<file path="src/rtl/sipo_pkg.sv">
// Shared types for the serial-in/parallel-out deserializer.
package sipo_pkg;
    typedef enum logic {IDLE = 1'b0, SHIFT = 1'b1} state_t;
    localparam int DEF_WIDTH = 8;
endpackage

</file>
<file path="src/rtl/sipo_shift_core.sv">
// Shift register and bit counter; word/word_done are valid combinationally on the completing edge.
// No backpressure: every sin_valid bit is accepted, and frame_sync restarts the word at bit 0.
module sipo_shift_core
    import sipo_pkg::*;
#(
    parameter int WIDTH     = DEF_WIDTH,
    parameter bit MSB_FIRST = 1'b1
) (
    input  logic                         clk,
    input  logic                         rst,
    input  logic                         sin,
    input  logic                         sin_valid,
    input  logic                         frame_sync,
    output logic [WIDTH-1:0]             word,
    output logic                         word_done,
    output logic [$clog2(WIDTH+1)-1:0]   bit_cnt
);
    localparam int CW = $clog2(WIDTH + 1);
    localparam logic [CW-1:0] LAST = CW'(WIDTH - 1);

    logic [WIDTH-1:0] sr_q, sr_d, base;
    logic [CW-1:0]    cnt_q, cnt_d;
    logic             restart;

    always_comb begin
        sr_d      = sr_q;
        cnt_d     = cnt_q;
        word_done = 1'b0;
        restart   = frame_sync || (cnt_q == '0);
        // A restart builds on an empty register so no stale bits leak into the word.
        base      = restart ? '0 : sr_q;
        if (sin_valid) begin
            if (MSB_FIRST) sr_d = {base[WIDTH-2:0], sin};
            else           sr_d = {sin, base[WIDTH-1:1]};
            if (restart) begin
                cnt_d = CW'(1);
            end else if (cnt_q == LAST) begin
                cnt_d     = '0;
                word_done = 1'b1;
            end else begin
                cnt_d = cnt_q + CW'(1);
            end
        end
    end

    always_ff @(posedge clk) begin
        if (rst) begin
            sr_q  <= '0;
            cnt_q <= '0;
        end else begin
            sr_q  <= sr_d;
            cnt_q <= cnt_d;
        end
    end

    assign word    = sr_d;
    assign bit_cnt = cnt_q;
endmodule

</file>
<file path="src/rtl/sipo_deser.sv">
// Deserializer top: word visible the cycle after its last bit; one-entry holding register with
// valid/ready; a word completing while the register is full and not draining is dropped (sticky overrun).
module sipo_deser
    import sipo_pkg::*;
#(
    parameter int WIDTH     = DEF_WIDTH,
    parameter bit MSB_FIRST = 1'b1
) (
    input  logic                         clk,
    input  logic                         rst,
    input  logic                         sin,
    input  logic                         sin_valid,
    input  logic                         frame_sync,
    output logic [WIDTH-1:0]             dout,
    output logic                         dout_valid,
    input  logic                         dout_ready,
    output logic                         overrun,
    output logic [$clog2(WIDTH+1)-1:0]   bit_cnt
);
    state_t           state_q, state_d;
    logic [WIDTH-1:0] dout_q, dout_d, word;
    logic             dout_valid_q, dout_valid_d;
    logic             overrun_q, overrun_d;
    logic             word_done, drain;

    sipo_shift_core #(
        .WIDTH     (WIDTH),
        .MSB_FIRST (MSB_FIRST)
    ) u_core (
        .clk        (clk),
        .rst        (rst),
        .sin        (sin),
        .sin_valid  (sin_valid),
        .frame_sync (frame_sync),
        .word       (word),
        .word_done  (word_done),
        .bit_cnt    (bit_cnt)
    );

    always_comb begin
        state_d = state_q;
        case (state_q)
            IDLE:    if (sin_valid) state_d = SHIFT;
            SHIFT:   if (word_done) state_d = IDLE;
            default: state_d = IDLE;
        endcase
    end

    always_comb begin
        dout_d       = dout_q;
        dout_valid_d = dout_valid_q;
        overrun_d    = overrun_q;
        drain        = dout_valid_q && dout_ready;
        if (word_done) begin
            // A drain on the same edge frees the slot, so the new word still fits.
            if (!dout_valid_q || dout_ready) begin
                dout_d       = word;
                dout_valid_d = 1'b1;
            end else begin
                overrun_d = 1'b1;
            end
        end else if (drain) begin
            dout_valid_d = 1'b0;
        end
    end

    always_ff @(posedge clk) begin
        if (rst) begin
            state_q      <= IDLE;
            dout_q       <= '0;
            dout_valid_q <= 1'b0;
            overrun_q    <= 1'b0;
        end else begin
            state_q      <= state_d;
            dout_q       <= dout_d;
            dout_valid_q <= dout_valid_d;
            overrun_q    <= overrun_d;
        end
    end

    assign dout       = dout_q;
    assign dout_valid = dout_valid_q;
    assign overrun    = overrun_q;
endmodule

</file>
<file path="config.mk">
export PLATFORM = sky130hd
export DESIGN_NAME = sipo_deser
export DESIGN_NICKNAME = d
export VERILOG_FILES = /design/src/rtl/sipo_pkg.sv /design/src/rtl/sipo_shift_core.sv /design/src/rtl/sipo_deser.sv
export SDC_FILE = /design/constraint.sdc
export NUM_CORES = 1
export LEC_CHECK = 0
export BUFFER_PORTS_ARGS = -buffer_cell sky130_fd_sc_hd__buf_2
export CORE_ASPECT_RATIO = 0.6
export CORE_MARGIN = 4
export CORE_UTILIZATION = 45
export CTS_CLUSTER_SIZE = 8
export DETAILED_ROUTE_END_ITERATION = 8
export PLACE_DENSITY = 0.67
export SKIP_LAST_GASP = 1
export SYNTH_ARGS = -nofsm -noshare
export SYNTH_HDL_FRONTEND = slang
export SYNTH_HIERARCHICAL = 1
export SYNTH_SLANG_ARGS = --single-unit
</file>
<file path="constraint.sdc">
create_clock -name clk -period 2.15 [get_ports clk]
set_clock_uncertainty 0.1 [all_clocks]
set_input_delay 0.43 -clock clk [delete_from_list [all_inputs] [get_ports clk]]
set_output_delay 0.43 -clock clk [all_outputs]
set_load 0.02 [all_outputs]
</file>
==> After elaboration in Yosys (flattened, before gate mapping) <==
Index checks and enable logic that the tools add are counted.
{ "totals": {"regBits": 22, "latch_bits": 0, "mem_bits_rw": 0, "rom_bits": 0, "inputBits": 6, "out_inout_bits": 14, "wordCells": 28, "n_memories": 0} }
{ "op_classes": {"n_addsub": 1, "mul": 0, "div": 0, "order_cmp": 0, "n_eq_ne": 2, "shift": 0, "muxes": 10, "n_bitwise": 1, "reduce_logical": 9} }
{ "op_table": {"columns": ["cell", "n"], "rows": [
  ["4-bit 2-to-1 mux", 2],
  ["8-bit 2-to-1 mux", 1],
  ["7-bit 2-to-1 mux", 1],
  ["1-bit 2-to-1 mux", 6],
  ["2-bit AND reduction", 3],
  ["4-bit by 1-bit adder with 4-bit output (second input constant)", 1],
  ["4-bit by 3-bit equality test with 1-bit output (second input constant)", 1],
  ["4-bit zero test", 1],
  ["1-bit logical OR", 2],
  ["2-bit != test (second input constant)", 1],
  ["2-bit nonzero test", 1],
  ["1-bit logical AND", 1],
  ["1-bit zero test", 1],
  ["1-bit NOT", 1]
]} }

==> Depth between registers and ports, before layout <==
Gate-level depths: netlist (run 1).
{ "depth": {"depth_word": 6, "depth_mapped": 9, "depth_no_buf": 7} }

==> Modules after synthesis <==
Netlist (run 1), hierarchy kept.
{ "modules_own_cells": {"columns": ["mod", "n_inst", "cells_each", "area_each_um2", "seq_area_each_um2"], "rows": [
  ["sipo_shift_core", 1, 71, 590.6, 240.2],
  ["sipo_deser", 1, 42, 435.4, 200.2]
]} }

==> Least setup slack after synthesis (run 1) <==
OpenSTA, ideal clock, no wires.
{ "synth_path": {"path_type": "reg-to-reg", "from": "register u_core.cnt_q[0], in the netlist u_core/bit_cnt[0]", "to": "register dout_q[0], in the netlist dout[0]", "setup_time_ps": 119, "arrival_time_ps": 1858, "required_time_ps": 1931, "slack_ps": 73, "path_stages_with_launch": 10, "path_buffers": 2, "synth_period_minus_slack_ps": 2077, "path_cell_list": "dfxtp_1 > inv_1 > ha_1 > or3b_1 > buf_6 > and2_4 > and3_1 > nor2b_2 > buf_6 > mux2i_1"} }
{ "synth_via": {"elab_chain_len": 5, "word_cells_on_any_way": 7, "cone_classes": "eq/ne: 1; mux: 3; reduce/logical: 3"} }
{ "synth_rtl": {"columns": ["element", "line_no", "text"], "rows": [
  ["from (decl)", "sipo_shift_core.sv:22", "logic [CW-1:0] cnt_q, cnt_d;"],
  ["from (signal assigned)", "sipo_shift_core.sv:52", "cnt_q <= cnt_d;"],
  ["4-bit by 3-bit equality test with 1-bit output / 4-bit zero test (equally long branches)", "sipo_shift_core.sv:37, sipo_shift_core.sv:29", null],
  ["1-bit 2-to-1 mux / 1-bit logical OR (equally long branches)", "sipo_shift_core.sv:37, sipo_shift_core.sv:29", null],
  ["1-bit 2-to-1 mux *", "sipo_shift_core.sv:35", "if (restart) begin"],
  ["1-bit 2-to-1 mux *", "sipo_shift_core.sv:32", "if (sin_valid) begin"],
  ["2-bit AND reduction (no source line) *", null, null],
  ["to (signal assigned)", "sipo_deser.sv:75", "dout_q <= dout_d;"],
  ["to (decl)", "sipo_deser.sv:21", "logic [WIDTH-1:0] dout_q, dout_d, word;"]
]} }
Mark *: on every way between the ends. The rest lies on a longest branch, timed or not.
A chain may end at the register's enable or synchronous reset.

==> Worst setup path after layout (run 1) <==
{ "layout_path": {"from": "register u_core.cnt_q[0], in the netlist u_core/bit_cnt[0]", "to": "register dout_q[6], in the netlist dout[6]"} }
{ "layout_via": {"elab_chain_len": 5, "word_cells_on_any_way": 9, "cone_classes": "eq/ne: 1; mux: 5; reduce/logical: 3"} }
{ "layout_rtl": {"columns": ["element", "line_no"], "rows": [
  ["4-bit by 3-bit equality test with 1-bit output / 4-bit zero test (equally long branches)", "sipo_shift_core.sv:37, sipo_shift_core.sv:29"],
  ["1-bit 2-to-1 mux / 1-bit logical OR (equally long branches)", "sipo_shift_core.sv:37, sipo_shift_core.sv:29"],
  ["1-bit 2-to-1 mux", "sipo_shift_core.sv:35"],
  ["1-bit 2-to-1 mux", "sipo_shift_core.sv:32"],
  ["2-bit AND reduction (no source line)", null]
]} }
Parallel ways exist; a longest one is shown, timed or not.

==> results of run 1 <==
[layout make-up]
class / instances / area (µm²)
clock buffers: 3 / 41.3
flip-flops and latches: 22 / 440
clock inverters: 1 / 30.0
fillers: 195 / 938
repair buffers: 23 / 125
multi-input cells: 75 / 513
inverters: 10 / 37.5
well taps: 30 / 37.5
[cell usage in the layout (no fill, tap or decap), types with 2 or more instances in the layout]
master    instances
nand2_1           2
buf_4             4
mux2i_1           8
nor2b_1           9
o21ai_0           2
a21oi_1           4
dfxtp_1          22
nand2b_1         17
clkbuf_8          3
inv_1            10
nand3_1           2
ha_1              2
buf_2            19
nor2b_4           2
nor2_1           10
a31oi_1           8
[path summary, 6_finish.rpt]
kind                     endpoint  slack, ns                            from
max          dout[6]$_SDFFE_PP0P_       0.15  u_core/bit_cnt[0]$_SDFFE_PP0P_
min reg2reg  dout[4]$_SDFFE_PP0P_       0.37            dout[4]$_SDFFE_PP0P_
min          dout[4]$_SDFFE_PP0P_       0.37            dout[4]$_SDFFE_PP0P_
max reg2reg  dout[6]$_SDFFE_PP0P_       0.15  u_core/bit_cnt[0]$_SDFFE_PP0P_
[metal layers]
metal / track usage [%] / wire (µm) / share of wire [%] / vias to the layer above
met1: 18.2 / 951 / 53 / 362
met3: 4.89 / 71 / 3.9 / 2
met5: 0 / 0 / 0 / -
met2: 20.3 / 769 / 43 / 12
met4: 3.44 / 8 / 0.44 / 0
li1: - / - / - / 412
[synthesized netlist by cell type]
cell type / count
a221oi_2: 1
nor2_1: 10
a21o_1: 1
nand3_1: 2
nand2_1: 2
nor2b_2: 1
nor2b_4: 1
dfxtp_1: 22
nor2b_1: 9
buf_6: 2
a31oi_1: 8
mux2_2: 1
a21oi_1: 4
ha_1: 2
and2b_1: 1
buf_1: 1
buf_2: 2
and2_4: 1
nand4b_1: 1
mux2i_1: 8
and3b_1: 1
and3_1: 1
or3b_1: 1
o21ai_0: 2
inv_1: 10
clkbuf_1: 1
nand2b_1: 17
[worst max-delay path, delay by kind of cell (launching register included)]
kind                     cells  cell delay (ns)
buffers and inverters        1             0.10
multiplexers                 1             0.23
adder cells (fa/ha/maj)      1             0.22
AND/OR/NAND/NOR              4             0.88
flip-flops                   1             0.41
[stage by stage]
step	util [%]	setup slack, ns	cells
floorplan	-	0.0730	113
global placement	53.1	0.101	160
detailed placement	53.1	0.0195	160
CTS	56.6	0.151	164
finish	56.6	0.152	164
global route	56.6	0.0197	164
[state kept, by name, summed over array words and instances (netlist names)]
register        cells
dout                8
u_core/sr_q         8
u_core/bit_cnt      4
dout_valid          1
overrun             1
[where the power goes]
group / internal [µW] / switching [µW] / total [µW]
clock network: 249 / 129 / 377
registers: 410 / 2.66 / 413
logic: 23.4 / 30.7 / 54.1
[cell families (layout without fill, tap and decap cells)]
logic type                 count (synthesis)  after routing  share of synthesized area (%)
and+or+nand+nor                           48             48                           28.2
DFF                                       22             22                           42.9
AOI/OAI and AO/OA                         16             16                           10.0
buffers and inverters                     16             37                           7.56
muxes                                      9              9                           8.90
adders and majority gates                  2              2                           2.44
==> flow_metrics.tcl, run 1 <==
set metrics [dict create \
    drv_cap 0 \
    via_per_inst 4.80 \
    syn_area_um2 1030 \
    insertion_delay_ns 0.26 \
    vdd_drop_max_v 0.000389 \
    netlist_top_cells_area "dfxtp_1, nand2b_1, mux2i_1" \
    finalWirelength_um 1800 \
    routed_wire_length_per_instance_um 11.0 \
    fin_crit_sh_pct 92.9 \
    cts_tree "built" \
    gp_congestion 0.801 \
    yosysSeqAreaShare_pct 42.9 \
    worst_slew_pin_slew_ns 0.441 \
    crit_required_ns 2.24 \
    hpwl_um 1310 \
    startpoint_type "flop" \
    stdcell_area_um2 1220 \
    max_stage_delay_ns 0.41 \
    postPlaceCellArea_um2 1150 \
    synth.distinct_cells 27 \
    dr.pass1.iters 4 \
    core_area_um2 2160 \
    yosys_register_bits 22 \
    drc 0 \
    synth_top_area_cell "dfxtp_1" \
    die_x_um 69.6 \
    grt_pass1_wl_um 3330 \
    antenna_found_initial 0 \
    finalCriticalPeriod_ns 2.00 \
    hp-class "reg -> reg" \
    ctsHtreeMaxLevel 1 \
    io_buffers 19 \
    ios 20 \
    synth_cells 113 \
    cp_slowest_cell "dfxtp_1" \
    grt_pass1_vias 748 \
    whs_ns 0.370 \
    hold_path_depth 2 \
    hold_buffers 0 \
    grt-ovfl-total 0 \
    cts_buffers 3 \
    status "completed" \
    start_util_pct 47.4 \
    setup_tns_ns 0 \
    drive_above_1_share_pct 23.9 \
    synthesis.nets 121 \
    drt_iter0_drc 25 \
    clkTransAtPathRegs_ns 0.08 \
    arrival_ns 2.09 \
    clock_path_buffers 2 \
    cts_resized 1 \
    synth_top_area_share_pct 42.9 \
    criticalPathCategory "reg -> reg" \
    diodes 0 \
    die_area_um2 3130 \
    max_freq_ghz 0.500 \
    fp.dieH_um 45.0 \
    vias 788 \
    yosysWarnings 6 \
    rr_worst_depth 7 \
    syn2layout_area_growth_pct 19.4 \
    rsz0062_at_grt "false" \
    grt_max_degree 31 \
    clock_sinks 22 \
    slew_headroom_pct 70.6 \
    hold_violations 0 \
    final_nets 143 \
    maxSlewViolCount 0 \
    rows 13 \
    setup_viol_count_final 0 \
    ant_nets 0 \
    cts_setup_buffers 0 \
    synth_area_per_cell_um2 9.08 \
    cp-end-kind "flop" \
    crit_chain "inv_1 -> ha_1 -> or3b_1 -> and2_4 -> and3_1 -> nor2b_4 -> mux2i_1" \
    totalPowerFinal_uw 844 \
    p_leak_uw 0.000572 \
    p_per_area_nw_per_um2 689 \
    globalRouteTotalUtil_pct 13.3 \
    critPathMaxFanout 8 \
    cts_root_buf "clkbuf_8" \
]
Power figures use the tool's default switching activity.
==> run 2, diff against run 1 <==
--- a/config.mk
+++ b/config.mk
@@ -9,9 +9,11 @@
 export CORE_ASPECT_RATIO = 0.6
 export CORE_MARGIN = 4
 export CORE_UTILIZATION = 45
+export CTS_CLUSTER_DIAMETER = 50
 export CTS_CLUSTER_SIZE = 8
 export DETAILED_ROUTE_END_ITERATION = 8
-export PLACE_DENSITY = 0.67
+export PLACE_DENSITY = 0.78
+export SKIP_CTS_REPAIR_TIMING = 1
 export SKIP_LAST_GASP = 1
 export SYNTH_ARGS = -nofsm -noshare
 export SYNTH_HDL_FRONTEND = slang
==> run 2 against run 1 <==
  * Sequential power barely moved
  * Via count rose by 0.89%
  * Design area fell by 1.3%
  * Critical path depth did not move
  * Sequential share of layout area grew 0.48 points
  * Clock power shrank 23%
  * Cell count unchanged
  * Sequential cell count unchanged
  * Global-route usage decreased by 0.68 points
  * Hold slack got worse by 0.0041 ns
==> flow_metrics.tcl, run 2 (synthesis gave the netlist of run 1 again) <==
set metrics [dict create \
    status "completed" \
    grt_pass1_wl_um 3230 \
    finalCriticalPeriod_ns 1.99 \
    hp-class "reg -> reg" \
    io_buffers 19 \
    vias 795 \
    vdd_drop_max_v 0.000431 \
    cts_root_buf "clkbuf_8" \
    clock_path_buffers 2 \
    postPlaceCellArea_um2 1150 \
    arrival_ns 2.07 \
    totalPowerFinal_uw 757 \
    start_util_pct 47.4 \
    routed_wire_length_per_instance_um 11.4 \
    clock_sinks 22 \
    seqCellArea_um2 440 \
    drt_iter0_drc 35 \
    max_stage_delay_ns 0.41 \
    crit_chain "inv_1 -> ha_1 -> or3b_1 -> and2_4 -> and3_1 -> nor2b_4 -> mux2i_1" \
    diodes 0 \
    die_x_um 69.6 \
    antenna_found_initial 0 \
    fp.dieH_um 45.0 \
    setup_viol_count_final 0 \
    crit_required_ns 2.23 \
    critPathMaxFanout 8 \
    rsz0062_at_grt "false" \
    fin_crit_sh_pct 92.4 \
    ctsHtreeMaxLevel 1 \
    final_nets 143 \
    hold_violations 0 \
    cts_tree "built" \
    insertion_delay_ns 0.26 \
    final_util_pct 55.9 \
    drc 0 \
    max_freq_ghz 0.503 \
    grt_max_degree 31 \
    dr.pass1.iters 4 \
    startpoint_type "flop" \
    hold_path_depth 2 \
    drv_cap 0 \
    grt-ovfl-total 0 \
    p_per_area_nw_per_um2 626 \
    slew_headroom_pct 70.3 \
    die_area_um2 3130 \
    whs_ns 0.366 \
    clkTransAtPathRegs_ns 0.07 \
    ant_nets 0 \
    cts_buffers 3 \
    maxSlewViolCount 0 \
    ios 20 \
    rr_worst_depth 7 \
    final_common_cell "dfxtp_1" \
    syn2layout_area_growth_pct 17.8 \
    setup_tns_ns 0 \
    cp_slowest_cell "dfxtp_1" \
    rows 13 \
    grt_pass1_vias 742 \
    multi_input_area_um2 513 \
    stdcell_area_um2 1210 \
    finalWirelength_um 1870 \
    cp-end-kind "flop" \
    via_per_inst 4.85 \
    criticalPathCategory "reg -> reg" \
    gp_congestion 0.679 \
    core_area_um2 2160 \
    globalRouteTotalUtil_pct 12.7 \
    drive_above_1_share_pct 23.9 \
    p_leak_uw 0.000565 \
    hpwl_um 1350 \
    most-common-layout-cells "dfxtp_1, buf_2, nand2b_1, nor2_1, inv_1" \
    n_fill_cell 200 \
    worst_slew_pin_slew_ns 0.446 \
]
run 2: power breakdown:
group	total, µW	leakage, µW	internal, µW	switching (µW)
clock	289	0.0000288	163	126
combinational	54.6	0.000359	23.5	31.1
sequential	413	0.000178	410	2.68
total	757	0.000565	597	160
run 2: layer usage:
layer	up-vias	track usage [%]	share of wire [%]
met5	-	0	0
met4	0	1.15	0
met3	0	4.44	5.4
met2	16	22.0	45
met1	368	16.2	50
li1	411	-	-
run 2: per-stage QoR:
step / instances / worst slack [ns]
after detailed placement: 160 / 0.0347
after global routing: 164 / 0.0354
final: 164 / 0.164
after CTS: 164 / 0.00416
after floorplan: 113 / 0.0730
after global placement: 160 / 0.116
run 2: worst max-delay path: cells and delay by family (launching register included):
family                   cells  cell delay, ns
AND/OR/NAND/NOR              4            0.84
flip-flops                   1            0.41
multiplexers                 1            0.24
adder cells (fa/ha/maj)      1            0.22
buffers and inverters        1            0.10
run 2: layout make-up:
| type | instances | share of cell area [%] |
|---|---|---|
| clock buffer | 4 | 4.55 |
| inverter | 10 | 3.11 |
| multi-input combinational | 75 | 42.4 |
| sequential | 22 | 36.4 |
| tap | 30 | 3.11 |
| timing repair buffer | 23 | 10.4 |
run 2: path summary, 6_finish.rpt:
kind / from / to / slack [ns]
setup reg to reg: u_core/bit_cnt[0]$_SDFFE_PP0P_ / dout[0]$_SDFFE_PP0P_ / 0.16
setup / recovery: u_core/bit_cnt[0]$_SDFFE_PP0P_ / dout[0]$_SDFFE_PP0P_ / 0.16
hold reg to reg: overrun$_SDFFE_PP0P_ / overrun$_SDFFE_PP0P_ / 0.37
hold / removal: overrun$_SDFFE_PP0P_ / overrun$_SDFFE_PP0P_ / 0.37
